===== src/rtl/conv_window_gen.sv =====
// Streaming 3x3 window generator for the dual-channel convolution kernel.
// Two line buffers per channel feed a column shift window; stride 1, no padding.
module conv_window_gen #(
    parameter int IMG_W  = 32,
    parameter int IMG_H  = 32,
    parameter int DATA_W = 16
) (
    input  logic                       clk,
    input  logic                       rst_n,
    input  logic                       start,
    input  logic                       in_valid,
    output logic                       in_ready,
    input  logic [DATA_W-1:0]          in_pix_ch1,
    input  logic [DATA_W-1:0]          in_pix_ch2,
    output logic                       win_valid,
    input  logic                       win_ready,
    output logic [8:0][DATA_W-1:0]     win_ch1,
    output logic [8:0][DATA_W-1:0]     win_ch2,
    output logic [$clog2(IMG_H)-1:0]   win_row,
    output logic [$clog2(IMG_W)-1:0]   win_col,
    output logic                       busy,
    output logic                       frame_done
);

    localparam int RW = $clog2(IMG_H);
    localparam int CW = $clog2(IMG_W);

    typedef logic [8:0][DATA_W-1:0] win_t;
    typedef enum logic {IDLE, RUN} state_t;

    state_t          state_q, state_d;
    logic [RW-1:0]   row_q, row_d;
    logic [CW-1:0]   col_q, col_d;
    logic            last_q, last_d;
    logic            vld_q, vld_d;
    logic [RW-1:0]   wrow_q, wrow_d;
    logic [CW-1:0]   wcol_q, wcol_d;
    win_t            wc1_q, wc1_d;
    win_t            wc2_q, wc2_d;

    logic [DATA_W-1:0] lb0_c1_q [0:IMG_W-1];
    logic [DATA_W-1:0] lb1_c1_q [0:IMG_W-1];
    logic [DATA_W-1:0] lb0_c2_q [0:IMG_W-1];
    logic [DATA_W-1:0] lb1_c2_q [0:IMG_W-1];
    win_t              sh1_q, sh2_q;
    win_t              sh1_n, sh2_n;

    logic accept;
    logic emit;
    logic col_last;
    logic row_last;

    // Shift columns left; the new column (top, mid, bottom) enters at c2.
    function automatic win_t shift_in(
        input win_t              w,
        input logic [DATA_W-1:0] t,
        input logic [DATA_W-1:0] m,
        input logic [DATA_W-1:0] b
    );
        win_t n;
        for (int r = 0; r < 3; r++) begin
            n[3*r]   = w[3*r+1];
            n[3*r+1] = w[3*r+2];
        end
        n[2] = t;
        n[5] = m;
        n[8] = b;
        return n;
    endfunction

    assign in_ready   = (state_q == RUN) && !last_q && (!vld_q || win_ready);
    assign accept     = in_valid && in_ready;
    assign col_last   = (col_q == CW'(IMG_W - 1));
    assign row_last   = (row_q == RW'(IMG_H - 1));
    assign emit       = accept && (row_q >= RW'(2)) && (col_q >= CW'(2));
    assign frame_done = (state_q == RUN) && last_q && vld_q && win_ready;

    assign sh1_n = shift_in(sh1_q, lb1_c1_q[col_q], lb0_c1_q[col_q], in_pix_ch1);
    assign sh2_n = shift_in(sh2_q, lb1_c2_q[col_q], lb0_c2_q[col_q], in_pix_ch2);

    always_comb begin
        state_d = state_q;
        row_d   = row_q;
        col_d   = col_q;
        last_d  = last_q;
        vld_d   = vld_q;
        wrow_d  = wrow_q;
        wcol_d  = wcol_q;
        wc1_d   = wc1_q;
        wc2_d   = wc2_q;
        unique case (state_q)
            IDLE: begin
                if (start) begin
                    state_d = RUN;
                    row_d   = '0;
                    col_d   = '0;
                    last_d  = 1'b0;
                end
            end
            RUN: begin
                if (accept) begin
                    if (col_last) begin
                        col_d = '0;
                        row_d = row_last ? '0 : row_q + RW'(1);
                    end else begin
                        col_d = col_q + CW'(1);
                    end
                    if (col_last && row_last) begin
                        last_d = 1'b1;
                    end
                end
                if (emit) begin
                    vld_d  = 1'b1;
                    wc1_d  = sh1_n;
                    wc2_d  = sh2_n;
                    wrow_d = row_q - RW'(2);
                    wcol_d = col_q - CW'(2);
                end else if (vld_q && win_ready) begin
                    vld_d = 1'b0;
                end
                if (frame_done) begin
                    state_d = IDLE;
                    last_d  = 1'b0;
                end
            end
            default: state_d = IDLE;
        endcase
    end

    always_ff @(posedge clk or negedge rst_n) begin
        if (!rst_n) begin
            state_q <= IDLE;
            row_q   <= '0;
            col_q   <= '0;
            last_q  <= 1'b0;
            vld_q   <= 1'b0;
            wrow_q  <= '0;
            wcol_q  <= '0;
            wc1_q   <= '0;
            wc2_q   <= '0;
        end else begin
            state_q <= state_d;
            row_q   <= row_d;
            col_q   <= col_d;
            last_q  <= last_d;
            vld_q   <= vld_d;
            wrow_q  <= wrow_d;
            wcol_q  <= wcol_d;
            wc1_q   <= wc1_d;
            wc2_q   <= wc2_d;
        end
    end

    // Data-path storage: contents are rewritten by rows 0/1 before use.
    always_ff @(posedge clk) begin
        if (accept) begin
            sh1_q           <= sh1_n;
            sh2_q           <= sh2_n;
            lb1_c1_q[col_q] <= lb0_c1_q[col_q];
            lb0_c1_q[col_q] <= in_pix_ch1;
            lb1_c2_q[col_q] <= lb0_c2_q[col_q];
            lb0_c2_q[col_q] <= in_pix_ch2;
        end
    end

    assign win_valid = vld_q;
    assign win_ch1   = wc1_q;
    assign win_ch2   = wc2_q;
    assign win_row   = wrow_q;
    assign win_col   = wcol_q;
    assign busy      = (state_q == RUN);

endmodule


===== config.mk =====
export PLATFORM = sky130hd
export DESIGN_NAME = conv_window_gen
export DESIGN_NICKNAME = d
export VERILOG_FILES = /design/src/rtl/conv_window_gen.sv
export SDC_FILE = /design/constraint.sdc
export NUM_CORES = 2
export LEC_CHECK = 0
export BUFFER_PORTS_ARGS = -buffer_cell sky130_fd_sc_hd__buf_2
export CORE_ASPECT_RATIO = 0.9
export CORE_UTILIZATION = 61
export DETAILED_ROUTE_END_ITERATION = 12
export PLACE_DENSITY = 0.89
export SYNTH_ARGS = -nofsm -noshare
export SYNTH_HDL_FRONTEND = slang
export SYNTH_SLANG_ARGS = --single-unit
export TNS_END_PERCENT = 10

===== constraint.sdc =====
create_clock -name clk -period 15.41 [get_ports clk]
set_input_delay 1.541 -clock clk [delete_from_list [all_inputs] [get_ports clk]]
set_output_delay 1.541 -clock clk [all_outputs]
set_load 0.005 [all_outputs]

==> impl_metrics.csv <==
group,metric,value,unit
run_status,status,"finished clean",
routing,vias_per_cell,7.00,
clocking,cts_inserted_buffers,224,
layout,drive_gt1_share,19.6,%
floorplanning,rows,137,
logic_synthesis,ys_ff_latch,2551,
timing,slew_headroom,6.18,%
timing,rsz0062_at_grt,"false",
setup_path,regToRegEndpoint,"win_ch1[86]$_DFFE_PN0P_",
power,p_leak,0.0395,µW
setup_path,cp_max_fo,63,
placement,dpl.hpwl,129000,µm
timing,tightest_slew,1400,ps
timing,finalHoldWorstSlack,382,ps
floorplanning,core_area,155000,µm²
logic_synthesis,synth.area.top_cells,"edfxtp_1, mux2i_1, dfrtp_1, o22ai_1, mux2_2",
placement,portBuffers,338,
logic_synthesis,synth_top_cell_by_area,"edfxtp_1",
floorplanning,dieWidth,419,µm
clocking,cts_root_buf,"clkbuf_16",
global_route,grt_max_degree,146,
setup_path,crit_path_start_kind,"register",
worst_hold_path,hp-start,"sh1_n[77]$_DFFE_PP_",
logic_synthesis,synth_simple_gate_area_share,1.69,%
setup_path,required,16170,ps
timing,finalClockSkew,91.8,ps
clocking,clkSlewWorstSetupHoldPaths,70,ps
logic_synthesis,syn_nets,5042,
worst_hold_path,holdPathStages,0,
logic_synthesis,synth_cells,4993,
timing,fmax,0.137,GHz
floorplanning,die_y,377,µm
clocking,cts.sinks,2551,
global_route,grt_use_total,33.5,%
clocking,cts_hold_buf,0,
layout,layout.nets,5468,
logic_synthesis,ys_warn_count,0,
logic_synthesis,synth_fa_ha_area_share,0.157,%
setup_path,worstSetupEndpointType,"register",
logic_synthesis,yosysUniqueCellTypes,45,
power,total_power,20300,µW
timing,setup_violations,0,
timing,tns,0,ps
floorplanning,num_io_pins,339,
routing,drt_pass1_iterations,7,
setup_path,reg2regPathDepth,9,
timing,finalHoldViolCount,0,
global_route,first_global_vias,54300,
layout,syn_to_final_growth,12.2,%
clocking,cts_resized,0,
routing,drtIter0Drc,9660,
routing,wl_per_cell,34.7,µm
clocking,cts_tree,"yes",
routing,drc_errors,0,
timing,min_period_over_period,47.4,%
floorplanning,start_util,61.5,%
setup_path,worst_ep_arrival_time,8070,ps
worst_hold_path,min_path_type,"register to register",
worst_hold_path,hold-path-endpoint,"sh1_n[61]$_DFFE_PP_",
clocking,h-tree-depth,4,
logic_synthesis,synth_xor_area_share,0.0367,%
placement,gp_congestion,0.823,
routing,via_count,53900,
logic_synthesis,avgSynthCellArea,19.1,µm²
global_route,antenna_found_initial,14,
logic_synthesis,synthMuxAreaShare,14.3,%
timing,fin_crit,7310,ps
setup_path,path_class,"register to register",
setup_path,crit_path_start,"col_q[1]$_DFFE_PN0P_",
global_route,grt_pass1_wl,375000,µm
clocking,cts_setup_buffers,0,
clocking,clockBufferDepth,3,
setup_path,reg2reg_from,"col_q[1]$_DFFE_PN0P_",
logic_synthesis,synth-compound-area-share,3.47,%
logic_synthesis,syn_area,95400,µm²
logic_synthesis,synth_top_family_by_area,"multiplexers",
timing,slew_violations,0,
floorplanning,die_area,158000,µm²
routing,ant_nets,0,
layout,fillers,8565,
power,power_per_cell_area,189,nW/µm²
job,cap_violations,0,
clocking,clk-insertion-delay-late,900,ps
routing,routed_wl,268000,µm
setup_path,rrSetupSlack,8100,ps
global_route,grt_overflow,0,
logic_synthesis,synth.top_cell.area_share,70.5,%
logic_synthesis,ys_seq_area_share,78.6,%
power,peakVddDrop,170,µV
==> cell usage in the layout, fill, tap and decap left out, drive strengths merged, types with 12 or more instances in the layout <==
cell | netlist | routed
dfrtp | 311 | 311
nor2 | 37 | 37
mux2i | 1026 | 1026
clkbuf | 15 | 303
ha | 12 | 12
nand2 | 79 | 79
mux2 | 296 | 296
clkinv | 0 | 96
inv | 12 | 16
buf | 255 | 470
edfxtp | 2240 | 2240
nor4 | 128 | 128
o22ai | 512 | 512
bufinv | 0 | 18
nand3 | 13 | 13
==> report_power, final <==
group	switching (µW)	internal [µW]	total (µW)
clock	2600	3150	5750
sequential	318	9270	9590
combinational	3450	1500	4950
total	6370	13900	20300
==> cell type report <==
type,instances,area [µm²],share of cell area (%)
multi-input cells,2160,19100,17.8
repair buffers,470,2730,2.54
well taps,2085,2610,2.44
clock buffers,303,6210,5.80
diodes,5,12.5,0.0117
clock inverters,124,1370,1.28
inverters,12,52.6,0.0491
flip-flops and latches,2551,75100,70.1
==> metrics by stage <==
step	instance area, µm²	util [%]	setup WS, ps	std cells
finish	107000	69.0	8100	7710
global route	107000	69.0	8250	7707
CTS	107000	69.0	8520	7704
detailed placement	99500	64.1	8790	7277
global placement	99500	64.1	8940	7277
floorplan	95400	-	3420	4993
==> cell usage after synthesis (all sizes together) <==
library cell / number
mux2i: 1026
edfxtp: 2240
o21ai: 6
o41ai: 1
dfrtp: 311
nand4bb: 6
or4: 2
xor2: 3
nor2b: 1
ha: 12
nand4b: 4
or3: 4
and3: 3
nor4b: 1
nor4: 128
and2b: 1
a31oi: 1
buf: 255
nand2b: 2
mux2: 296
o22ai: 512
inv: 12
a21oi: 4
nand2: 79
nand3: 13
xnor2: 1
o311ai: 1
nor3: 4
nor2: 37
clkbuf: 15
nand4: 2
or4b: 4
a41oi: 1
and2: 1
o31ai: 4
==> how the worst max path moves through the flow <==
stage                     depth (start not counted)                        end  slack, ps
after floorplan                                   6  lb0_c1_q[10][0]$_DFFE_PP_       3420
after global placement                            9    win_ch1[86]$_DFFE_PN0P_       8940
after global routing                              9    win_ch1[86]$_DFFE_PN0P_       8250
final                                             9    win_ch1[86]$_DFFE_PN0P_       8100
after detailed placement                          9    win_ch1[86]$_DFFE_PN0P_       8790
after CTS                                         9    win_ch1[86]$_DFFE_PN0P_       8520
==> state kept, by name, indices dropped and copies added, names as in the netlist <==
name	count
win_ch2	144
lb0_c1_q	512
win_valid	1
lb1_c1_q	512
lb1_c2_q	512
lb0_c2_q	512
col_q	5
win_row	5
sh2_n	96
last_q	1
win_ch1	144
sh1_n	96
busy	1
row_q	5
win_col	5
==> critical path, stage by stage (launching register included) <==
cell,delay (ps)
dfrtp_4,870
buf_4,850
buf_4,870
buf_4,860
buf_4,990
mux2i_1,360
o22ai_1,180
nor4_1,490
nand2_1,890
mux2_2,620
==> kinds of logic (layout without fill, tap and decap cells) <==
| kind of cell | count (synthesis) | after routing |
|---|---|---|
| XOR/XNOR | 4 | 4 |
| buffers and inverters | 282 | 909 |
| flip-flops | 2551 | 2551 |
| AND/OR/NAND/NOR | 292 | 292 |
| other | 0 | 5 |
| AO/OA/AOI/OAI | 530 | 530 |
| adder cells (fa/ha/maj) | 12 | 12 |
| multiplexers | 1322 | 1322 |
==> metal layers <==
metal	global-route usage, %	vias up	routed length [µm]
li1	-	20900	-
met1	41.4	26500	82900
met2	53.4	5272	125000
met3	8.73	1275	41100
met4	19.9	8	18100
met5	0	-	55
Note: power is estimated with default switching activity, not from simulation.
